===== config.mk =====
export PLATFORM = sky130hd
export DESIGN_NAME = cam_power_seq
export DESIGN_NICKNAME = d
export VERILOG_FILES = /design/src/rtl/cam_pkg.sv /design/src/rtl/cam_seq_timer.sv /design/src/rtl/cam_power_seq.sv
export SDC_FILE = /design/constraint.sdc
export NUM_CORES = 1
export LEC_CHECK = 0
export CAP_MARGIN = 10
export CORE_ASPECT_RATIO = 1.4
export CORE_MARGIN = 3
export CORE_UTILIZATION = 25
export CTS_CLUSTER_SIZE = 40
export DETAILED_ROUTE_END_ITERATION = 8
export GPL_TIMING_DRIVEN = 0
export SYNTH_ARGS = -nofsm -noshare
export SYNTH_HDL_FRONTEND = slang
export SYNTH_SLANG_ARGS = --single-unit
export TNS_END_PERCENT = 50

===== constraint.sdc =====
create_clock -name clk_50m -period 2.7 [get_ports clk_50m]
set_input_delay 0.54 -clock clk_50m [delete_from_list [all_inputs] [get_ports clk_50m]]
set_output_delay 0.54 -clock clk_50m [all_outputs]
set_load 0.1 [all_outputs]

===== src/rtl/cam_pkg.sv =====
// Shared state encoding, pin decode and default 50 MHz timing for the
// camera power/bring-up sequencer.
package cam_pkg;

   localparam int CAM_CNT_W = 24;

   // Default phase lengths in 50 MHz cycles.
   localparam int CAM_T_PWDN      = 50_000;
   localparam int CAM_T_RST       = 10_000;
   localparam int CAM_T_BOOT      = 1_000_000;
   localparam int CAM_CFG_TIMEOUT = 5_000_000;

   typedef enum logic [2:0] {
      ST_IDLE      = 3'd0,
      ST_PWDN_HOLD = 3'd1,
      ST_RST_HOLD  = 3'd2,
      ST_BOOT_WAIT = 3'd3,
      ST_CFG_REQ   = 3'd4,
      ST_CFG_WAIT  = 3'd5,
      ST_RUN       = 3'd6,
      ST_FAULT     = 3'd7
   } cam_state_e;

   typedef struct packed {
      logic pwdn;
      logic rst_n;
      logic cfg_start;
      logic csi_en;
      logic ready;
      logic fault;
   } cam_pins_t;

   // Pin levels owned by each state; the sensor stays powered and out of
   // reset from BOOT_WAIT through RUN.
   function automatic cam_pins_t cam_decode(input cam_state_e st);
      cam_pins_t p;
      p = '0;
      case (st)
         ST_IDLE:      p.pwdn = 1'b1;
         ST_PWDN_HOLD: p.pwdn = 1'b1;
         ST_RST_HOLD:  p.pwdn = 1'b0;
         ST_BOOT_WAIT: p.rst_n = 1'b1;
         ST_CFG_REQ: begin
            p.rst_n     = 1'b1;
            p.cfg_start = 1'b1;
         end
         ST_CFG_WAIT:  p.rst_n = 1'b1;
         ST_RUN: begin
            p.rst_n  = 1'b1;
            p.csi_en = 1'b1;
            p.ready  = 1'b1;
         end
         ST_FAULT: begin
            p.pwdn  = 1'b1;
            p.fault = 1'b1;
         end
         default:      p.pwdn = 1'b1;
      endcase
      return p;
   endfunction

   // Terminal count for a phase lasting t cycles (counter starts at 0).
   function automatic logic [CAM_CNT_W-1:0] cam_term(input int t);
      return CAM_CNT_W'(t - 1);
   endfunction

endpackage


===== src/rtl/cam_seq_timer.sv =====
// Loadable up-counter with synchronous clear and a terminal-count flag,
// used to time every phase of the camera sequencer.
module cam_seq_timer
   import cam_pkg::*;
#(
   parameter int CNT_W = CAM_CNT_W
) (
   input  logic             clk_50m,
   input  logic             rst,
   input  logic             clr,
   input  logic             load,
   input  logic [CNT_W-1:0] load_val,
   input  logic [CNT_W-1:0] term,
   output logic             tc
);

   logic [CNT_W-1:0] cnt;

   always_ff @(posedge clk_50m) begin
      if (rst || clr) begin
         cnt <= '0;
      end else if (load) begin
         cnt <= load_val;
      end else begin
         cnt <= cnt + CNT_W'(1);
      end
   end

   assign tc = (cnt == term);

endmodule


===== src/rtl/cam_power_seq.sv =====
// Camera sensor power-up sequencer: timed pwdn/reset release, SCCB config
// handshake with bounded retries, CSI-2 enable once configuration succeeds.
module cam_power_seq
   import cam_pkg::*;
#(
   parameter int T_PWDN      = CAM_T_PWDN,
   parameter int T_RST       = CAM_T_RST,
   parameter int T_BOOT      = CAM_T_BOOT,
   parameter int CFG_TIMEOUT = CAM_CFG_TIMEOUT,
   parameter int MAX_RETRY   = 3
) (
   input  logic       clk_50m,
   input  logic       rst,
   input  logic       enable,
   input  logic       restart,
   output logic       cam_pwdn,
   output logic       cam_rst,
   output logic       cfg_start,
   input  logic       cfg_done,
   input  logic       cfg_err,
   output logic       csi_en,
   output logic       ready,
   output logic       fault,
   output logic [1:0] retry_cnt,
   output logic [2:0] state
);

   // retry_cnt is 2 bits wide, so MAX_RETRY is meaningful in 1..3.
   localparam logic [1:0] RETRY_LIM = 2'(MAX_RETRY);

   cam_state_e           cur_st;
   cam_state_e           nxt_st;
   logic [1:0]           retry_nxt;
   logic [CAM_CNT_W-1:0] term;
   logic                 tc;
   logic                 tmr_clr;
   cam_pins_t            pins;

   always_comb begin
      term = '1;
      case (cur_st)
         ST_PWDN_HOLD: term = cam_term(T_PWDN);
         ST_RST_HOLD:  term = cam_term(T_RST);
         ST_BOOT_WAIT: term = cam_term(T_BOOT);
         ST_CFG_WAIT:  term = cam_term(CFG_TIMEOUT);
         default:      term = '1;
      endcase
   end

   cam_seq_timer #(
      .CNT_W (CAM_CNT_W)
   ) u_timer (
      .clk_50m  (clk_50m),
      .rst      (rst),
      .clr      (tmr_clr),
      .load     (1'b0),
      .load_val ('0),
      .term     (term),
      .tc       (tc)
   );

   always_comb begin
      nxt_st    = cur_st;
      retry_nxt = retry_cnt;
      if (!enable) begin
         nxt_st = ST_IDLE;
      end else begin
         case (cur_st)
            ST_IDLE: begin
               nxt_st    = ST_PWDN_HOLD;
               retry_nxt = 2'd0;
            end
            ST_PWDN_HOLD: if (tc) nxt_st = ST_RST_HOLD;
            ST_RST_HOLD:  if (tc) nxt_st = ST_BOOT_WAIT;
            ST_BOOT_WAIT: if (tc) nxt_st = ST_CFG_REQ;
            ST_CFG_REQ: begin
               nxt_st    = ST_CFG_WAIT;
               retry_nxt = retry_cnt + 2'd1;
            end
            ST_CFG_WAIT: begin
               // Error beats done; done on the last timeout cycle still wins.
               if (cfg_err || (tc && !cfg_done)) begin
                  nxt_st = (retry_cnt < RETRY_LIM) ? ST_PWDN_HOLD : ST_FAULT;
               end else if (cfg_done) begin
                  nxt_st = ST_RUN;
               end
            end
            ST_RUN, ST_FAULT: begin
               if (restart) begin
                  nxt_st    = ST_PWDN_HOLD;
                  retry_nxt = 2'd0;
               end
            end
            default: nxt_st = ST_IDLE;
         endcase
      end
      // Counter restarts on every state entry and idles at zero in untimed states.
      tmr_clr = (nxt_st != cur_st) || (cur_st == ST_IDLE) || (cur_st == ST_CFG_REQ) ||
                (cur_st == ST_RUN) || (cur_st == ST_FAULT);
   end

   always_ff @(posedge clk_50m) begin
      if (rst) begin
         cur_st    <= ST_IDLE;
         retry_cnt <= 2'd0;
      end else begin
         cur_st    <= nxt_st;
         retry_cnt <= retry_nxt;
      end
   end

   assign pins  = cam_decode(cur_st);
   assign state = cur_st;

   // Pins are registered from the registered state: one cycle behind state.
   always_ff @(posedge clk_50m) begin
      if (rst) begin
         cam_pwdn  <= 1'b1;
         cam_rst   <= 1'b0;
         cfg_start <= 1'b0;
         csi_en    <= 1'b0;
         ready     <= 1'b0;
         fault     <= 1'b0;
      end else begin
         cam_pwdn  <= pins.pwdn;
         cam_rst   <= pins.rst_n;
         cfg_start <= pins.cfg_start;
         csi_en    <= pins.csi_en;
         ready     <= pins.ready;
         fault     <= pins.fault;
      end
   end

endmodule

==> results by group, run 1 <==
Logic synthesis
  • Async set-or-reset flop fraction in the synthesized netlist: 0%
  • Number of synthesized register bits: 34
  • Most frequent cells after synthesis: 37 x nand2_1, 34 x dfxtp_1, 19 x nor2_1
  • Number of synthesized flops with an enable pin: 0
  • Cell count after synthesis: 266
  • Mean instance size in the synthesized netlist: between 8 and 9 um2
  • Leading post-synthesis cells by cell area: dfxtp_1 31%, nor4_2 9.6%, xnor2_1 6.3%, nand2_1 6.2%, nor2_1 3.2%
  • Syn_nets: between 200 and 300
  • Library cell occupying the most area in the post-synthesis netlist: dfxtp_1
  • Unique cell type count in the Yosys netlist: 52
  • Most used standard cell by instance count after synthesis: nand2_1
  • Top FF cell, synth: dfxtp_1
  • Number of warnings printed during yosys synthesis: 0
  • Netlist Area Pre-Place: approximately 2200 um2
  • Fraction of synthesized cell area taken by the top area cell type: between 30 and 40%
  • Sequential fraction of the synthesis area: slightly above 30%

Clock network
  • Clock transition at the register clock pins on the worst setup and hold paths after CTS: about 0.060 ns
  • CTS tree: built
  • Hold buffers post-CTS: 0
  • Maximum clock insertion buffer count: 2
  • Later-pin clock latency in the skew report: approximately 0.28 ns
  • Number of levels the H-tree was split into: 2
  • Num CTS Buffers: 5
  • Number of sinks driven by the clock tree: 34
  • Master cell of the clock root buffer: clkbuf_16

Floorplan
  • Core footprint: 8610 um2
  • Effective utilization at floorplan: about a quarter
  • Die outline area: 10100 um2
  • Die X-Extent: ~86 um
  • Total I/O pin count: 17
  • Die outline height: 118 um
  • Number of rows created at floorplan: 40

Timing
  • Worst-Margin Slew: 0.976 ns
  • Final-report hold violation count: 0
  • RSZ-0062 raised after global routing: yes
  • Worst Clk Skew: about 0.0079 ns
  • Final worst-path cycle share: 102%
  • Maximum clock frequency: approximately 0.36 GHz
  • Max-slew violation count: 0
  • Number of failing setup endpoints in the final timing report: 24
  • Final total negative setup slack: -0.911 ns
  • Fin crit period: about 2.8 ns
  • Crit path setup slack, layout: -0.0580 ns
  • Slew headroom: 34.7%

Placement
  • Weighted congestion reported at the end of routability-driven placement: between 0.8 and 0.9
  • Input/output buffers: 15
  • Detailed placement HPWL: 4.23 mm
  • Worst Setup Slack post-DPL: -0.507 ns

Critical path
  • Type of the setup path with the least slack: reg -> reg
  • Critical-path maximum fanout: 7
  • Sort of element at the end of the critical path: flip-flop
  • Setup crit start kind: flip-flop
  • Data arrival, critical path: about 3 ns
  • Required time at the worst-slack endpoint: between 2 and 3 ns

Power and ir drop
  • Peak supply drop: 0.000225 V
  • Total power consumption of the routed design: 1.18 mW
  • Pleak: around 0.93 nW
  • Pwr per Cell Area: roughly 400 nW/um2

Drt
  • Routed wire length: roughly 6.4 mm
  • Drt first pass iters: 4
  • Via count: between 2k and 2.5k
  • Routed vias/inst: 5.31
  • Remaining number of nets flagged by the antenna check after routing: 0
  • Count of unresolved DRC violations after routing: 0
  • Routed wirelength normalized by instance count: 15.6 um
  • Number of violations reported at the end of detailed-routing iteration 0: 113

Global route
  • Global-route congestion overflow total: 0
  • Initial antenna violation count: 0
  • Maximum number of pins on one net before global-route repair: 12
  • Wire length of the first global-routing pass: just over 10 mm
  • All-Layer GR Usage: about 13%
  • Via count of the first global-routing pass: ~2.1k

Run status
  • Violated checks: setup timing
  • Run status: complete, but fails checks

Finish
  • Diode insertion count for antenna repair: 0
  • Area added between synthesis and finish: 34.8%
  • Post-layout utilization of the core: a little over a third
  • Fraction of layout cells with a size suffix above 1: between 20 and 25%
  • Net count of the finished layout: between 300 and 400

Hold path
  • Path class of the lowest-slack min-delay path: reg -> reg

Flow run
  • Count of max-cap constraint violations: 0
cell type report:
class | instances | area (um2)
Sequential cell | 34 | 696
Buffer | 19 | 128
Tap cell | 105 | 131
Timing Repair Buffer | 33 | 368
Multi-Input combinational cell | 201 | 1490
Clock inverter | 2 | 11.3
Clock buffer | 6 | 139
Inverter | 10 | 37.5
Fill cell | 875 | 5610
layer usage:
metal | global-route usage [%] | routed length [um] | part of all wire [%] | up-vias
li1 | - | - | - | 1053
met1 | 13.0 | 2450 | 38 | 1046
met2 | 22.4 | 3400 | 53 | 62
met3 | 2.87 | 270 | 4.2 | 18
met4 | 7.92 | 265 | 4.2 | 0
met5 | 0 | 0 | 0 | -
power by group:
| part | internal (mW) | switching [mW] | leakage (nW) |
|---|---|---|---|
| combinational | 0.0366 | 0.0531 | 0.571 |
| clock | 0.366 | 0.222 | 0.0772 |
| sequential | 0.501 | 0.00151 | 0.278 |
cells by family (layout without fill, tap and decap cells):
kind of cell | count (synthesis) | count (layout) | share of synthesized area (%)
AND/OR/NAND/NOR | 136 | 136 | 37.3
XOR/XNOR | 23 | 23 | 9.04
multiplexers | 1 | 1 | 0.449
buffers and inverters | 31 | 70 | 6.69
adder cells (fa/ha/maj) | 2 | 2 | 1.12
flip-flops | 34 | 34 | 30.6
AO/OA/AOI/OAI | 39 | 39 | 14.8
through the flow:
| step | hold WS, ns | cell area, um2 | instances |
|---|---|---|---|
| final | 0.487 | 3000 | 410 |
| after global placement | 0.467 | 2520 | 386 |
| after floorplan | 0.533 | 2240 | 266 |
| after detailed placement | 0.475 | 2520 | 386 |
| after global routing | 0.495 | 3000 | 410 |
| after CTS | 0.487 | 2840 | 405 |
critical path, cell delays in order, from the launching register on:
cell and delay, ns:
dfxtp_2 0.36, and4b_1 0.23, or3_4 0.37, a311o_1 0.38, a2111oi_4 0.19, buf_4 0.21
nand4_1 0.15, a2111oi_4 0.36, buf_6 0.21, buf_8 0.15, nor4_2 0.04
cell usage in the layout (no fill, tap or decap), types with 3 or more instances in the layout:
cell type	n
dfxtp_1	28
xnor2_1	16
nor4_2	13
nor4_1	6
o211ai_1	4
nor2_1	18
dfxtp_2	3
and3_1	3
buf_8	5
nand3_1	14
a21oi_1	8
nand4_1	10
clkbuf_1	10
nand2b_1	4
nor4_4	4
clkdlybuf4s50_1	15
nor3_1	6
clkbuf_16	7
o31ai_1	3
xor2_1	7
or4_1	3
inv_1	8
nand2_1	37
a31oi_1	4
and4_1	3
a211o_1	3
nor3_2	3
dfxtp_4	3
buf_4	12
registers in the layout (all words and copies together), names as in the netlist:
| name | count |
|---|---|
| cam_rst | 1 |
| u_timer.cnt | 24 |
| fault | 1 |
| retry_cnt | 2 |
| state | 3 |
| csi_en | 1 |
| cfg_start | 1 |
| cam_pwdn | 1 |
path summary, 6_finish.rpt:
path / startpoint / slack (ns) / end / depth (start not counted)
worst max-delay path: u_timer.cnt[8] / -0.06 / u_timer.cnt[14] / 10
worst min-delay path: retry_cnt[1] / 0.49 / retry_cnt[1] / 2
worst max register to register: u_timer.cnt[8] / -0.06 / u_timer.cnt[14] / 10
worst min register to register: retry_cnt[1] / 0.49 / retry_cnt[1] / 2
what timing repair did:
item | 4_1_cts | 5_1_grt
resized for setup | 19 | 15
pin swaps | 24 | 5
setup endpoints to repair | 24 | 24
buffers inserted | 11 | 3
gates cloned | 2 | 2
No activity file was read; power rests on OpenSTA's default activity.
==> run 2, diff against run 1 <==
CELL_PAD_IN_SITES_DETAIL_PLACEMENT = 0   (was unset)
CELL_PAD_IN_SITES_GLOBAL_PLACEMENT = 1   (was unset)
PLACE_DENSITY_LB_ADDON = 0.1   (was unset)
==> results by group, run 2 (same netlist as run 1, synthesis figures left out) <==
Global route
  • Via count of the first global-routing pass: 2145 (+1.9%)
  • Wire length of the first global-routing pass: 11.4 mm (+12%)
  • Maximum number of pins on one net before global-route repair: 11 (-1)
  • Initial antenna violation count: 0 (unchanged)
  • All-Layer GR Usage: 14.8% (+2.2 points)
  • Global-route congestion overflow total: 0 (unchanged)

Critical path
  • Required time at the worst-slack endpoint: 2.86 ns (about the same)
  • Top cell family by delay on the critical path: compound AO/OA/AOI/OAI gates
  • Data arrival, critical path: 2.98 ns (+0.06 ns)
  • CP cell instances: ha_4 -> nand3_4 -> or3_1 -> a311o_1 -> a2111oi_4 -> buf_4 -> nand4_1 -> a2111oi_4 -> buf_6 -> buf_6 -> buf_12 -> nor4_2
  • Count of buffer and inverter cells on the critical path: 4 (+1)
  • Setup crit start kind: flip-flop
  • CP max stage cell: a2111oi_4
  • Type of the setup path with the least slack: reg -> reg
  • R2R Path Start: u_timer.cnt[1]
  • Reg-to-reg endpoint: u_timer.cnt[21]
  • Largest incremental delay on the critical path: 0.40 ns (+0.02 ns)
  • Setup crit end: u_timer.cnt[21]
  • Sort of element at the end of the critical path: flip-flop
  • Startpoint of the worst setup timing path: u_timer.cnt[1]
  • Critical Path Stages: 12 (+2)
  • Critical-path maximum fanout: 5 (-2)
  • Count of cells along the worst register-to-register path: 12 (+2)
  • FF-to-FF setup slack: -0.12 ns (-0.06 ns)

Finish
  • Fraction of layout cells with a size suffix above 1: 25.6% (+0.65 points)
  • Number of flip-flops in the largest register: 24 (unchanged)
  • Final non-filler cell total: 414 (+0.98%)
  • Most common library cell in the layout ignoring fill and taps: nand2_1
  • Register with the highest flop count: u_timer.cnt
  • Diode insertion count for antenna repair: 0 (unchanged)
  • Net count of the finished layout: 316 (+1.3%)
  • Post-layout utilization of the core: 34.5% (-0.36 points)
  • Most frequent cells in the layout: 37 x nand2_1, 28 x dfxtp_1, 19 x buf_4
  • Area added between synthesis and finish: 33.4%

Timing
  • Number of failing setup endpoints in the final timing report: 21 (-13%)
  • Final total negative setup slack: -0.967 ns (-0.0565 ns)
  • Crit path setup slack, layout: -0.120 ns (-0.0617 ns)
  • Final-report hold violation count: 0 (unchanged)
  • Maximum clock frequency: 0.355 GHz (-2.2%)
  • Fin crit period: 2.82 ns (+0.0617 ns)
  • Slew headroom: 34.7% (-0.076 points)
  • RSZ-0062 raised after global routing: yes
  • Smallest hold slack: 0.477 ns (-0.0103 ns)
  • Worst-Margin Slew: 0.977 ns (+0.00114 ns)
  • Worst Clk Skew: 0.00677 ns (-0.00108 ns)
  • Final worst-path cycle share: 104% (+2.3 points)
  • Max-slew violation count: 0 (unchanged)

Drt
  • Drt first pass iters: 4 (unchanged)
  • Routed wire length: 7.16 mm (+12%)
  • Routed wirelength normalized by instance count: 17.3 um (+11%)
  • Routed vias/inst: 5.12 (-3.7%)
  • Remaining number of nets flagged by the antenna check after routing: 0 (unchanged)
  • Count of unresolved DRC violations after routing: 0 (unchanged)
  • Via count: 2119 (-2.8%)
  • Number of violations reported at the end of detailed-routing iteration 0: 66 (-42%)

Floorplan
  • Total I/O pin count: 17 (unchanged)
  • Number of rows created at floorplan: 40 (unchanged)
  • Core footprint: 8610 um2 (unchanged)
  • Die outline area: 10100 um2 (unchanged)
  • Die X-Extent: 85.8 um (unchanged)
  • Die outline height: 118 um (unchanged)
  • Effective utilization at floorplan: 25.9% (unchanged)

Clock network
  • Num CTS Buffers: 5 (unchanged)
  • CTS tree: built
  • Master cell of the clock root buffer: clkbuf_16
  • Later-pin clock latency in the skew report: 0.29 ns (about the same)
  • Maximum clock insertion buffer count: 2 (unchanged)
  • Number of sinks driven by the clock tree: 34 (unchanged)
  • Clock transition at the register clock pins on the worst setup and hold paths after CTS: 0.06 ns (about the same)
  • Number of levels the H-tree was split into: 2 (unchanged)

Power and ir drop
  • Pwr per Cell Area: 394 nW/um2 (+0.27%)
  • Peak supply drop: 0.000243 V (+8.1%)
  • Pleak: 0.917 nW (-1.0%)

Run status
  • Run status: complete, but fails checks
  • Violated checks: setup timing

Placement
  • Detailed placement HPWL: 5.10 mm (+21%)
  • DP Cell Count: 386 (unchanged)
  • Worst Setup Slack post-DPL: -0.615 ns (-0.108 ns)
  • Weighted congestion reported at the end of routability-driven placement: 0.719 (-14%)
  • Input/output buffers: 15 (unchanged)

Flow run
  • Count of max-cap constraint violations: 0 (unchanged)

Hold path
  • Path class of the lowest-slack min-delay path: reg -> reg
==> run 2: worst min path at each step <==
stage | from | endpoint | depth (start not counted)
2_1_floorplan | u_timer.cnt[0] | u_timer.cnt[0] | 2
3_3_place_gp | retry_cnt[1] | retry_cnt[1] | 2
3_5_place_dp | retry_cnt[1] | retry_cnt[1] | 2
4_1_cts | retry_cnt[1] | retry_cnt[1] | 2
5_1_grt | retry_cnt[1] | retry_cnt[1] | 2
6_report | retry_cnt[1] | retry_cnt[1] | 2
==> run 2: what timing repair did <==
item	in CTS	in global routing
cloned	2	0
hold buffers	0	0
gates resized for setup	23	12
pin swaps	23	3
endpoints found under the setup margin	26	25
setup buffers	17	5
==> run 2: power breakdown <==
| part | total, mW | switching [mW] | internal, mW | leakage (nW) |
|---|---|---|---|---|
| sequential | 0.502 | 0.00135 | 0.501 | 0.278 |
| clock | 0.590 | 0.225 | 0.366 | 0.0739 |
| combinational | 0.0782 | 0.0513 | 0.0270 | 0.565 |
| total | 1.17 | 0.277 | 0.894 | 0.917 |
==> run 2: final cells by class <==
class | count | area (um2)
clock inverters | 1 | 5.00
flip-flops and latches | 34 | 696
plain buffers | 19 | 120
repair buffers | 37 | 355
fillers | 928 | 5640
inverters | 10 | 38.8
multi-input cells | 201 | 1480
clock buffers | 7 | 143
well taps | 105 | 131
==> run 2: per-stage QoR <==
step / total power [mW] / cell area, um2
after detailed placement: 0.581 / 2520
after global routing: 1.22 / 2970
final: 1.17 / 2970
after CTS: 1.19 / 2920
after global placement: 0.582 / 2520
after floorplan: 0.556 / 2240
==> run 2: worst reg2reg max path, stage by stage, from the launching register on <==
cell and delay (ns):
dfxtp_2 0.35, ha_4 0.15, nand3_4 0.09, or3_1 0.31, a311o_1 0.31, a2111oi_4 0.27
buf_4 0.19, nand4_1 0.17, a2111oi_4 0.40, buf_6 0.19, buf_6 0.11, buf_12 0.11
nor4_2 0.04
==> run 2: per-layer routing <==
| layer | GRT usage [%] | vias up | wire length [um] |
|---|---|---|---|
| met3 | 2.87 | 12 | 187 |
| met5 | 0 | - | 0 |
| met2 | 27.6 | 33 | 3950 |
| met1 | 16.0 | 1010 | 2850 |
| met4 | 5.84 | 0 | 174 |
| li1 | - | 1064 | - |
